==> src/rtl/serial_addsub_if.sv <==
// Start/done handshake and result bus between the control unit and the
// bit-serial add/sub unit.
interface serial_addsub_if #(parameter int WIDTH = 8);
    logic             start;
    logic             sub;
    logic [WIDTH-1:0] a;
    logic [WIDTH-1:0] b;
    logic             busy;
    logic             done;
    logic [WIDTH-1:0] result;
    logic             cout;
    logic             overflow;
    logic             zero;

    modport master (
        output start, sub, a, b,
        input  busy, done, result, cout, overflow, zero
    );

    modport slave (
        input  start, sub, a, b,
        output busy, done, result, cout, overflow, zero
    );
endinterface

==> src/rtl/serial_addsub.sv <==
// Bit-serial WIDTH-bit adder/subtractor: one full-adder cell reused over WIDTH
// clocks, LSB first. Subtraction is computed as a + ~b + 1.
module serial_addsub #(
    parameter int WIDTH = 8
) (
    input  logic          clk,
    input  logic          rst,
    serial_addsub_if.slave bus
);
    localparam int CW = $clog2(WIDTH);

    typedef enum logic [1:0] {IDLE, RUN, DONE} state_t;

    state_t           state, state_nxt;
    logic [WIDTH-1:0] op_a, op_b, acc, acc_nxt, res_q;
    logic [CW-1:0]    cnt;
    logic             carry, carry_nxt, bit_s, last_bit, sub_q;
    logic             cout_q, ovf_q, zero_q;
    logic             busy_c, done_c;

    // Single full-adder cell working on the current LSBs.
    always_comb begin
        bit_s     = op_a[0] ^ op_b[0] ^ carry;
        carry_nxt = (op_a[0] & op_b[0]) | (op_a[0] & carry) | (op_b[0] & carry);
        acc_nxt   = {bit_s, acc[WIDTH-1:1]};
        last_bit  = (cnt == CW'(WIDTH - 1));
    end

    always_ff @(posedge clk or posedge rst) begin
        if (rst) state <= IDLE;
        else     state <= state_nxt;
    end

    always_comb begin
        state_nxt = state;
        busy_c    = 1'b0;
        done_c    = 1'b0;
        case (state)
            IDLE: if (bus.start) state_nxt = RUN;
            RUN: begin
                busy_c = 1'b1;
                if (last_bit) state_nxt = DONE;
            end
            DONE: begin
                done_c    = 1'b1;
                state_nxt = IDLE;
            end
            default: state_nxt = IDLE;
        endcase
    end

    always_ff @(posedge clk or posedge rst) begin
        if (rst) begin
            op_a   <= '0;
            op_b   <= '0;
            acc    <= '0;
            cnt    <= '0;
            carry  <= 1'b0;
            sub_q  <= 1'b0;
            res_q  <= '0;
            cout_q <= 1'b0;
            ovf_q  <= 1'b0;
            zero_q <= 1'b0;
        end else begin
            case (state)
                IDLE: begin
                    if (bus.start) begin
                        op_a  <= bus.a;
                        op_b  <= bus.sub ? ~bus.b : bus.b;
                        carry <= bus.sub;
                        sub_q <= bus.sub;
                        acc   <= '0;
                        cnt   <= '0;
                    end
                end
                RUN: begin
                    op_a  <= {1'b0, op_a[WIDTH-1:1]};
                    op_b  <= {1'b0, op_b[WIDTH-1:1]};
                    acc   <= acc_nxt;
                    carry <= carry_nxt;
                    cnt   <= cnt + 1'b1;
                    // On the MSB, 'carry' is the carry into the MSB; publish results.
                    if (last_bit) begin
                        res_q  <= acc_nxt;
                        cout_q <= carry_nxt ^ sub_q;
                        ovf_q  <= carry_nxt ^ carry;
                        zero_q <= (acc_nxt == '0);
                    end
                end
                default: ;
            endcase
        end
    end

    assign bus.busy     = busy_c;
    assign bus.done     = done_c;
    assign bus.result   = res_q;
    assign bus.cout     = cout_q;
    assign bus.overflow = ovf_q;
    assign bus.zero     = zero_q;
endmodule

==> src/flat_wrapper.sv <==
// flat-port wrapper written by rule: the top's interface ports become plain ports
module serial_addsub_flat 
#(
    parameter int WIDTH = 8
)
  (clk, rst, bus_start, bus_sub, bus_a, bus_b, bus_busy, bus_done, bus_result, bus_cout, bus_overflow, bus_zero);
  serial_addsub_if #(.WIDTH(WIDTH)) bus_i ();
  input  logic clk;
  input  logic rst;
  input wire logic [$bits(bus_i.start)-1:0] bus_start;
  input wire logic [$bits(bus_i.sub)-1:0] bus_sub;
  input wire logic [$bits(bus_i.a)-1:0] bus_a;
  input wire logic [$bits(bus_i.b)-1:0] bus_b;
  output wire logic [$bits(bus_i.busy)-1:0] bus_busy;
  output wire logic [$bits(bus_i.done)-1:0] bus_done;
  output wire logic [$bits(bus_i.result)-1:0] bus_result;
  output wire logic [$bits(bus_i.cout)-1:0] bus_cout;
  output wire logic [$bits(bus_i.overflow)-1:0] bus_overflow;
  output wire logic [$bits(bus_i.zero)-1:0] bus_zero;
  assign bus_i.start = bus_start;
  assign bus_i.sub = bus_sub;
  assign bus_i.a = bus_a;
  assign bus_i.b = bus_b;
  assign bus_busy = bus_i.busy;
  assign bus_done = bus_i.done;
  assign bus_result = bus_i.result;
  assign bus_cout = bus_i.cout;
  assign bus_overflow = bus_i.overflow;
  assign bus_zero = bus_i.zero;
  serial_addsub #(.WIDTH(WIDTH)) u_core (.clk(clk), .rst(rst), .bus(bus_i));
endmodule
==> config.mk <==
export PLATFORM = sky130hd
export DESIGN_NAME = serial_addsub_flat
export DESIGN_NICKNAME = d
export VERILOG_FILES = /design/src/rtl/serial_addsub_if.sv /design/src/rtl/serial_addsub.sv /design/src/flat_wrapper.sv
export SDC_FILE = /design/constraint.sdc
export NUM_CORES = 1
export LEC_CHECK = 0
export BUFFER_PORTS_ARGS = -buffer_cell sky130_fd_sc_hd__buf_2
export CAP_MARGIN = 20
export CORE_MARGIN = 2
export CORE_UTILIZATION = 55
export DETAILED_ROUTE_END_ITERATION = 8
export PLACE_DENSITY = 0.86
export REMOVE_ABC_BUFFERS = 1
export SYNTH_ARGS = -nofsm -noshare
export SYNTH_HDL_FRONTEND = slang
export SYNTH_SLANG_ARGS = --single-unit
==> constraint.sdc <==
create_clock -name clk -period 3.8 [get_ports clk]
set_input_delay 0.76 -clock clk [delete_from_list [all_inputs] [get_ports clk]]
set_output_delay 0.76 -clock clk [all_outputs]
set_load 0.01 [all_outputs]
==> out/summary.txt, run 1 <==
status: finished, final reports clean
Seq/Total Area, Yosys: 56.0%
Area contributors post-synth: dfrtp_1 56%, a22o_1 5.3%, a221o_1 3.8%
CP Launch Type: flop
largest family of logic cells by synthesized area: compound AO/OA/AOI/OAI gates
initial antenna violation count: 0
clock insertion delay at the later pin of the skew report: 0.35 ns
gr usage total: 20.4%
Critical Path RT: 3.04 ns
fraction of registers with async set/reset: 100%
RSZ-0062 raised after global routing: false
total of max-cap violations: 0
Netlist Area Pre-Place: 1830 um^2
Max Fanout on Critical Path: 21
Placer Congestion: 0.754
Slew headroom: 54.5%
post-synthesis mux area share: 6.36%
DIE WIDTH: 61.7 um
Worst Hold Slack: 0.474 ns
global-route wire length before repair: 5.51 mm
critical path arrival: 1.69 ns
pwr/cell area: 759 nW/um^2
Slew Viols, Final: 0
Synth Register Bits: 41
Placed Cells: 209
drt initial violations: 67
H-tree depth: 2
share of the synthesized area in the top cell type: 56.0%
gr busiest metal: met2
Final TNS setup: 0 ns
period utilization: 64.5%
clock slew seen by the registers of the worst setup and hold paths: 0.12 ns
hold bufs inserted after CTS: 0
pin count of the biggest net entering global routing: 29
Final min period: 2.45 ns
Die Height: 61.7 um
Lkg Pwr: 0.00104 uW
Mapped Cells: 142
Worst Hold Class: primary input to asynchronous set/reset pin
FILL cells: 248
Post-Synth Adder-Cell Area: 2.46%
crit end category: output pin
die area: 3810 um^2
Setup violations, final: 0
starting density of the core: 59.0%
simple-gate share of the synthesized area: 9.36%
CTS buffer count: 5
Synth cell types: 25
Resize count post-CTS: 0
most common cell in the synthesized netlist: dfrtp_1
Post-synth top cells: 41 x dfrtp_1, 12 x nand2_1, 11 x a22o_1, 11 x o21ai_0
GR Overflow Total: 0
Fin Clk Skew: 0.00653 ns
Vias per Instance: 5.68
met3 usage: 6.63%
drt drc: 0
clock tree sinks: 41
Syn-to-layout area delta: 13.1%
average wire per standard cell: 15.5 um
vias in the first global route: 1205
Synth Warn #: 0
fmax: 0.408 GHz
diode count: 0
PortBufs: 32
Compound-Gate Fraction of Synth Area: 16.3%
Clock Path Buffers: 2
Post-Synth XOR/XNOR Area: 4.78%
Core Region: 3100 um^2
post-CTS setup repair buffer count: 0
Finished Layout Cells: 217
Avg Inst Size Synth: 12.9 um^2
Crit Path Class: flop to output pin
Root Driver: clkbuf_4
Routed Antenna Nets: 0
M2 GR Usage: 32.8%
DRT Pass-1 Iters: 4
Final nets: 196
DR vias: 1232
CTS tree: done
HPWL Detailed: 2.27 mm
layout cells sized above 1: 30.1%
number of flops mapped to enable cells by yosys: 0
Synth area leader: dfrtp_1
M1 GR Usage: 26.2%
Max VDD drop: 0.000327 V
io pins: 33
drt total wl: 3.36 mm
final hold viol count: 0
worst-margin pin slew: 0.683 ns
Post-synth top flop: dfrtp_1
std cell rows: 20
-- state kept, by name, indices dropped and copies added, names as in the netlist --
register             flops
u_core.cnt               3
u_core.bus.cout          1
u_core.state             2
u_core.bus.zero          1
u_core.op_a              8
u_core.bus.result        8
u_core.op_b              8
u_core.sub_q             1
u_core.bus.overflow      1
u_core.acc               7
u_core.carry             1
-- layout by cell type (no fill, tap or decap), types with 2 or more instances in the layout --
cell type	n
o21ai_0	11
inv_1	2
clkbuf_4	5
buf_4	2
mux2_2	6
buf_2	32
and3b_1	7
a22oi_1	8
a22o_1	11
nor2b_1	3
nor4_1	2
xor2_1	8
ha_1	2
xnor2_1	2
nand2_1	12
a221o_1	7
dfrtp_1	41
mux2_1	3
-- critical path: stages (launching register included) --
cell	delay (ns)
dfrtp_1	0.80
nor2b_1	0.21
buf_4	0.19
buf_2	0.15
-- power by group --
part | switching [uW] | leakage [uW] | total, uW | internal, uW
clock network | 137 | 0.0000410 | 271 | 134
logic | 248 | 0.000468 | 540 | 291
registers | 148 | 0.000533 | 760 | 611
-- logic make-up after synthesis --
group	Yosys count
mux	10
xor+xnor	10
buf+inv	13
fa+ha+maj	3
simple gates	26
flops	41
compound gates	39
-- per-layer routing --
| metal | wire length (um) | vias up |
|---|---|---|
| li1 | - | 579 |
| met1 | 1480 | 611 |
| met2 | 1660 | 34 |
| met3 | 164 | 8 |
| met4 | 57 | 0 |
| met5 | 0 | - |
-- through the flow --
stage               area, um^2  total power [uW]  utilization (%)  setup slack, ns
floorplan                 1750              1110                -             1.84
global placement          1980              1260             63.9             1.67
detailed placement        1980              1300             63.9             1.60
CTS                       2050              1570             66.2             1.36
global route              2070              1690             66.7             1.20
finish                    2070              1570             66.7             1.35
-- final timing paths --
| check | from | to | slack [ns] | depth (start not counted) |
|---|---|---|---|---|
| min reg2reg | u_core.bus.zero | u_core.bus.zero | 0.49 | 2 |
| max in group asynchronous | rst | u_core.bus.overflow | 2.57 | 3 |
| max | u_core.state[0] | bus_busy | 1.35 | 3 |
| min | rst | u_core.bus.result[2] | 0.47 | 2 |
| min in group clk | u_core.bus.zero | u_core.bus.zero | 0.49 | 2 |
| max reg2reg | u_core.state[0] | u_core.sub_q | 1.70 | 3 |
-- final cells by class --
cell class                      instances  area, um^2  share of cell area (%)
Sequential cell                        41        1030                    49.6
Multi-Input combinational cell         88         718                    34.7
Timing Repair Buffer                   35         190                    9.19
Tap cell                               44        55.1                    2.66
Clock buffer                            5        37.5                    1.81
Clock inverter                          2        35.0                    1.69
Inverter                                2        7.51                   0.363
Power figures use the tool's default switching activity.
==> inputs of run 2 (changes only) <==
--- a/config.mk
+++ b/config.mk
@@ -8,9 +8,9 @@
 export BUFFER_PORTS_ARGS = -buffer_cell sky130_fd_sc_hd__buf_2
 export CAP_MARGIN = 20
 export CORE_MARGIN = 2
-export CORE_UTILIZATION = 55
+export CORE_UTILIZATION = 49
 export DETAILED_ROUTE_END_ITERATION = 8
-export PLACE_DENSITY = 0.86
+export PLACE_DENSITY = 0.81
 export REMOVE_ABC_BUFFERS = 1
 export SYNTH_ARGS = -nofsm -noshare
 export SYNTH_HDL_FRONTEND = slang
==> constraint.sdc (replaced) <==
create_clock -name clk -period 2 [get_ports clk]
set_input_delay 0.4 -clock clk [delete_from_list [all_inputs] [get_ports clk]]
set_output_delay 0.4 -clock clk [all_outputs]
set_load 0.01 [all_outputs]
==> out/summary.txt, run 2 (synthesized netlist as in run 1, its figures left out) <==
status: finished, final reports clean
global-route wire length before repair: 5.82 mm (+5.6%)
WP buf/inv: 1 (-1)
Routed Antenna Nets: 0 (unchanged)
period utilization: 87.1%
Final min period: 1.74 ns
drt initial violations: 73 (+9.0%)
worst r2r path cells: 3 (unchanged)
Max Fanout on Critical Path: 14 (-33%)
fmax: 0.574 GHz
gr usage total: 18.0% (-2.4 points)
DR vias: 1235 (+0.24%)
Slew Viols, Final: 0 (unchanged)
Crit Path Class: flop to output pin
total of max-cap violations: 0 (unchanged)
initial antenna violation count: 0 (unchanged)
vias in the first global route: 1271 (+5.5%)
clock slew seen by the registers of the worst setup and hold paths: 0.08 ns (-0.04 ns)
std cell rows: 22 (+10%)
Slew headroom: 66.3% (+12 points)
Root Driver: clkbuf_8
Resize count post-CTS: 0 (unchanged)
most frequent cells in the layout: 41 x dfrtp_1, 32 x buf_2, 12 x nand2_1
M1 GR Usage: 22.2% (-4.0 points)
DRT Pass-1 Iters: 4 (unchanged)
Fin Clk Skew: 0.00367 ns (-0.00287 ns)
CP cell instances: nor2b_1 > buf_2
gr busiest metal: met2
die area: 4240 um^2 (+11%)
Lkg Pwr: 0.00107 uW (+3.0%)
worst-margin pin slew: 0.505 ns (-0.177 ns)
CP peak stage delay: 0.60 ns (-0.20 ns)
clock tree sinks: 41 (unchanged)
CP Launch Type: flop
starting density of the core: 50.4% (-8.6 points)
layout cells sized above 1: 31.6% (+1.6 points)
Worst Hold Class: primary input to asynchronous set/reset pin
reg-to-reg endpoint: u_core.sub_q
Setup violations, final: 0 (unchanged)
GR Overflow Total: 0 (unchanged)
pwr/cell area: 1460 nW/um^2 (+92%)
PortBufs: 32 (unchanged)
slowest stage cell on the critical path: dfrtp_1
Vias per Instance: 5.49 (-3.3%)
CTS buffer count: 5 (unchanged)
Final TNS setup: 0 ns (unchanged)
Placer Congestion: 0.787 (+4.4%)
met3 usage: 4.11% (-2.5 points)
hold bufs inserted after CTS: 0 (unchanged)
Core Region: 3630 um^2 (+17%)
H-tree depth: 2 (unchanged)
final hold viol count: 0 (unchanged)
CTS tree: done
critical path arrival: 1.34 ns (-0.35 ns)
Top delay family on crit path: flip-flops
HPWL Detailed: 2.29 mm (+1.0%)
Final nets: 200 (+2.0%)
average wire per standard cell: 14.7 um (-5.3%)
Critical Path RT: 1.60 ns (-1.44 ns)
leading cell type in the layout, fill and taps excluded: dfrtp_1
diode count: 0 (unchanged)
Final Util: 58.6% (-8.1 points)
DIE WIDTH: 65.1 um (+5.6%)
RSZ-0062 raised after global routing: false
drt total wl: 3.30 mm (-1.8%)
drt drc: 0 (unchanged)
clock insertion delay at the later pin of the skew report: 0.29 ns (-0.06 ns)
Clock Path Buffers: 2 (unchanged)
M2 GR Usage: 30.9% (-1.9 points)
post-CTS setup repair buffer count: 0 (unchanged)
pin count of the biggest net entering global routing: 42 (+45%)
Syn-to-layout area delta: 16.3%
Die Height: 65.1 um (+5.6%)
RR Startpoint: u_core.state[0]
io pins: 33 (unchanged)
cell depth of the worst setup path: 2 (-1)
Max VDD drop: 0.000699 V (+110%)
crit end category: output pin
register-to-register setup slack: 0.49 ns (-1.21 ns)
run 2: cell type report:
cell class	count	area, um^2
clock buffers	5	68.8
clock inverters	2	35.0
fillers	316	1510
inverters	2	7.51
multi-input cells	88	718
flip-flops and latches	41	1030
well taps	48	60.1
repair buffers	39	213
run 2: how the worst max path moves through the flow:
stage	startpoint	to	slack (ns)
CTS	u_core.state[0]	bus_busy	0.27
finish	u_core.state[0]	bus_busy	0.26
floorplan	u_core.state[0]	u_core.sub_q	0.29
detailed placement	u_core.cnt[0]	u_core.bus.result[7]	0.50
global route	u_core.state[0]	bus_busy	0.21
global placement	u_core.cnt[0]	u_core.bus.result[5]	0.54
run 2: metal layers:
layer / routed length [um] / vias to the layer above
met5: 0 / -
met4: 53 / 0
met2: 1590 / 31
met3: 162 / 7
met1: 1500 / 609
li1: - / 588
run 2: metrics by stage:
| stage | hold slack, ns | power (uW) | std cells | setup WS [ns] | area, um^2 |
|---|---|---|---|---|---|
| after floorplan | 0.450 | 2100 | 131 | 0.293 | 1750 |
| after global placement | 0.456 | 2430 | 218 | 0.536 | 2020 |
| after detailed placement | 0.476 | 2500 | 218 | 0.498 | 2020 |
| after CTS | 0.242 | 3140 | 225 | 0.269 | 2130 |
| after global routing | 0.285 | 3340 | 225 | 0.208 | 2130 |
| final | 0.218 | 3110 | 225 | 0.257 | 2130 |
run 2: worst reg2reg max path: stages (launching register included):
cell and delay [ns]:
dfrtp_1 0.53, nor2b_1 0.22, nor2b_4 0.31, mux2_4 0.33
run 2: power by group:
part	switching, uW	internal [uW]	total (uW)
registers	243	1170	1410
logic	500	569	1070
clock network	267	362	630
==> inputs of run 3 (changes only) <==
--- a/config.mk
+++ b/config.mk
@@ -10,7 +10,7 @@
 export CORE_MARGIN = 2
 export CORE_UTILIZATION = 49
 export DETAILED_ROUTE_END_ITERATION = 8
-export PLACE_DENSITY = 0.81
+export PLACE_DENSITY = 0.77
 export REMOVE_ABC_BUFFERS = 1
 export SYNTH_ARGS = -nofsm -noshare
 export SYNTH_HDL_FRONTEND = slang
==> out/summary.txt, run 3 (synthesized netlist as in run 1, its figures left out) <==
Routed Antenna Nets: 0 (unchanged)
RSZ-0062 raised after global routing: false
Setup violations, final: 0 (unchanged)
H-tree depth: 2 (unchanged)
CP cell instances: buf_4 > nor2b_1 > buf_2
post-CTS setup repair buffer count: 0 (unchanged)
global-route wire length before repair: 5.84 mm (+0.36%)
Clock Path Buffers: 2 (unchanged)
leading cell type in the layout, fill and taps excluded: dfrtp_1
clock tree sinks: 41 (unchanged)
fmax: 0.604 GHz (+5.3%)
CTS tree: done
initial antenna violation count: 0 (unchanged)
std cell rows: 22 (unchanged)
most frequent cells in the layout: 41 x dfrtp_1, 32 x buf_2, 12 x nand2_1
Final min period: 1.65 ns (-0.0882 ns)
period utilization: 82.7% (-4.4 points)
slowest stage cell on the critical path: dfrtp_1
pwr/cell area: 1460 nW/um^2 (+0.26%)
Resize count post-CTS: 0 (unchanged)
Root Driver: clkbuf_8
GR Overflow Total: 0 (unchanged)
clock slew seen by the registers of the worst setup and hold paths: 0.07 ns (about the same)
hold bufs inserted after CTS: 0 (unchanged)
drt drc: 0 (unchanged)
post-place setup slack: 0.499 ns (+0.000414 ns)
average wire per standard cell: 15.0 um (+2.4%)
worst-margin pin slew: 0.502 ns (-0.00266 ns)
final hold viol count: 0 (unchanged)
total of max-cap violations: 0 (unchanged)
Final TNS setup: 0 ns (unchanged)
io pins: 33 (unchanged)
Core Region: 3630 um^2 (unchanged)
footprint of the multi-input gates: 718 um^2 (unchanged)
gr usage total: 18.3% (+0.26 points)
Fin Clk Skew: 0.00135 ns (-0.00231 ns)
Worst Hold Class: primary input to asynchronous set/reset pin
Placed Cells: 218 (unchanged)
Critical Path RT: 1.60 ns (about the same)
layout cells sized above 1: 31.6% (unchanged)
Slew Viols, Final: 0 (unchanged)
Finished Layout Cells: 225 (unchanged)
clock insertion delay at the later pin of the skew report: 0.29 ns (about the same)
Max VDD drop: 0.000674 V (-3.6%)
DRT Pass-1 Iters: 4 (unchanged)
PortBufs: 32 (unchanged)
diode count: 0 (unchanged)
drt initial violations: 105 (+44%)
HPWL Detailed: 2.35 mm (+2.7%)
crit end category: output pin
FILL cells: 333 (+5.4%)
Lkg Pwr: 0.00107 uW (unchanged)
DR vias: 1241 (+0.49%)
DIE WIDTH: 65.1 um (unchanged)
vias in the first global route: 1256 (-1.2%)
Syn-to-layout area delta: 16.3% (unchanged)
pin count of the biggest net entering global routing: 42 (unchanged)
Final Util: 58.6% (unchanged)
CP Launch Type: flop
Slew headroom: 66.5% (+0.18 points)
Final Worst Setup Slack: 0.345 ns (+0.0882 ns)
Crit Path Class: flop to output pin
Final nets: 200 (unchanged)
CP peak stage delay: 0.49 ns (-0.11 ns)
die area: 4240 um^2 (unchanged)
Vias per Instance: 5.52 (+0.49%)
register area: 1030 um^2 (unchanged)
critical path arrival: 1.25 ns (-0.09 ns)
drt total wl: 3.38 mm (+2.4%)
starting density of the core: 50.4% (unchanged)
Max Fanout on Critical Path: 16 (+2)
Placer Congestion: 0.763 (-3.0%)
status: finished, final reports clean
Die Height: 65.1 um (unchanged)
CTS buffer count: 5 (unchanged)
-- run 3: cell counts in the layout (fill, tap and decap cells not counted) --
Identical to the previous run, type by type.
-- run 3: final timing paths --
kind                                  from                    to  slack (ns)  cells after the start
min in group clk                  bus_a[7]        u_core.op_a[7]        0.32                      2
min                                    rst  u_core.bus.result[0]        0.21                      3
max in group asynchronous              rst        u_core.op_a[1]        1.44                      3
max reg2reg                  u_core.cnt[0]  u_core.bus.result[3]        0.50                      4
min reg2reg                u_core.bus.zero       u_core.bus.zero        0.48                      2
max                        u_core.state[0]              bus_done        0.35                      3
-- run 3: stage by stage --
| stage | instance area (um^2) | hold WS (ns) | total power [uW] |
|---|---|---|---|
| after floorplan | 1750 | 0.450 | 2100 |
| after global placement | 2020 | 0.465 | 2430 |
| after detailed placement | 2020 | 0.470 | 2500 |
| after CTS | 2130 | 0.224 | 3140 |
| after global routing | 2130 | 0.259 | 3340 |
| final | 2130 | 0.213 | 3120 |
-- run 3: cell type report --
class                      instances  share of cell area [%]
clock buffer                       5                    3.23
clock inverter                     2                    1.65
inverter                           2                   0.353
multi-input combinational         88                    33.7
sequential                        41                    48.2
tap                               48                    2.82
timing repair buffer              39                    9.99
-- run 3: power by group --
group / switching, uW / internal [uW]
Clock: 279 / 363
Sequential: 235 / 1170
Combinational: 506 / 568
Total: 1020 / 2100
-- run 3: worst max-delay path: cells and delay by family, from the launching register on --
family	cells	cell delay, ns
simple gates	1	0.06
flops	1	0.49
buf+inv	2	0.40
-- run 3: per-layer routing --
layer	wire [um]	track usage [%]	part of all wire, %	vias up
met5	0	0	0	-
met4	41	7.29	1.2	0
met3	179	6.16	5.3	4
met2	1580	28.7	47	32
met1	1580	23.5	47	622
li1	-	-	-	583
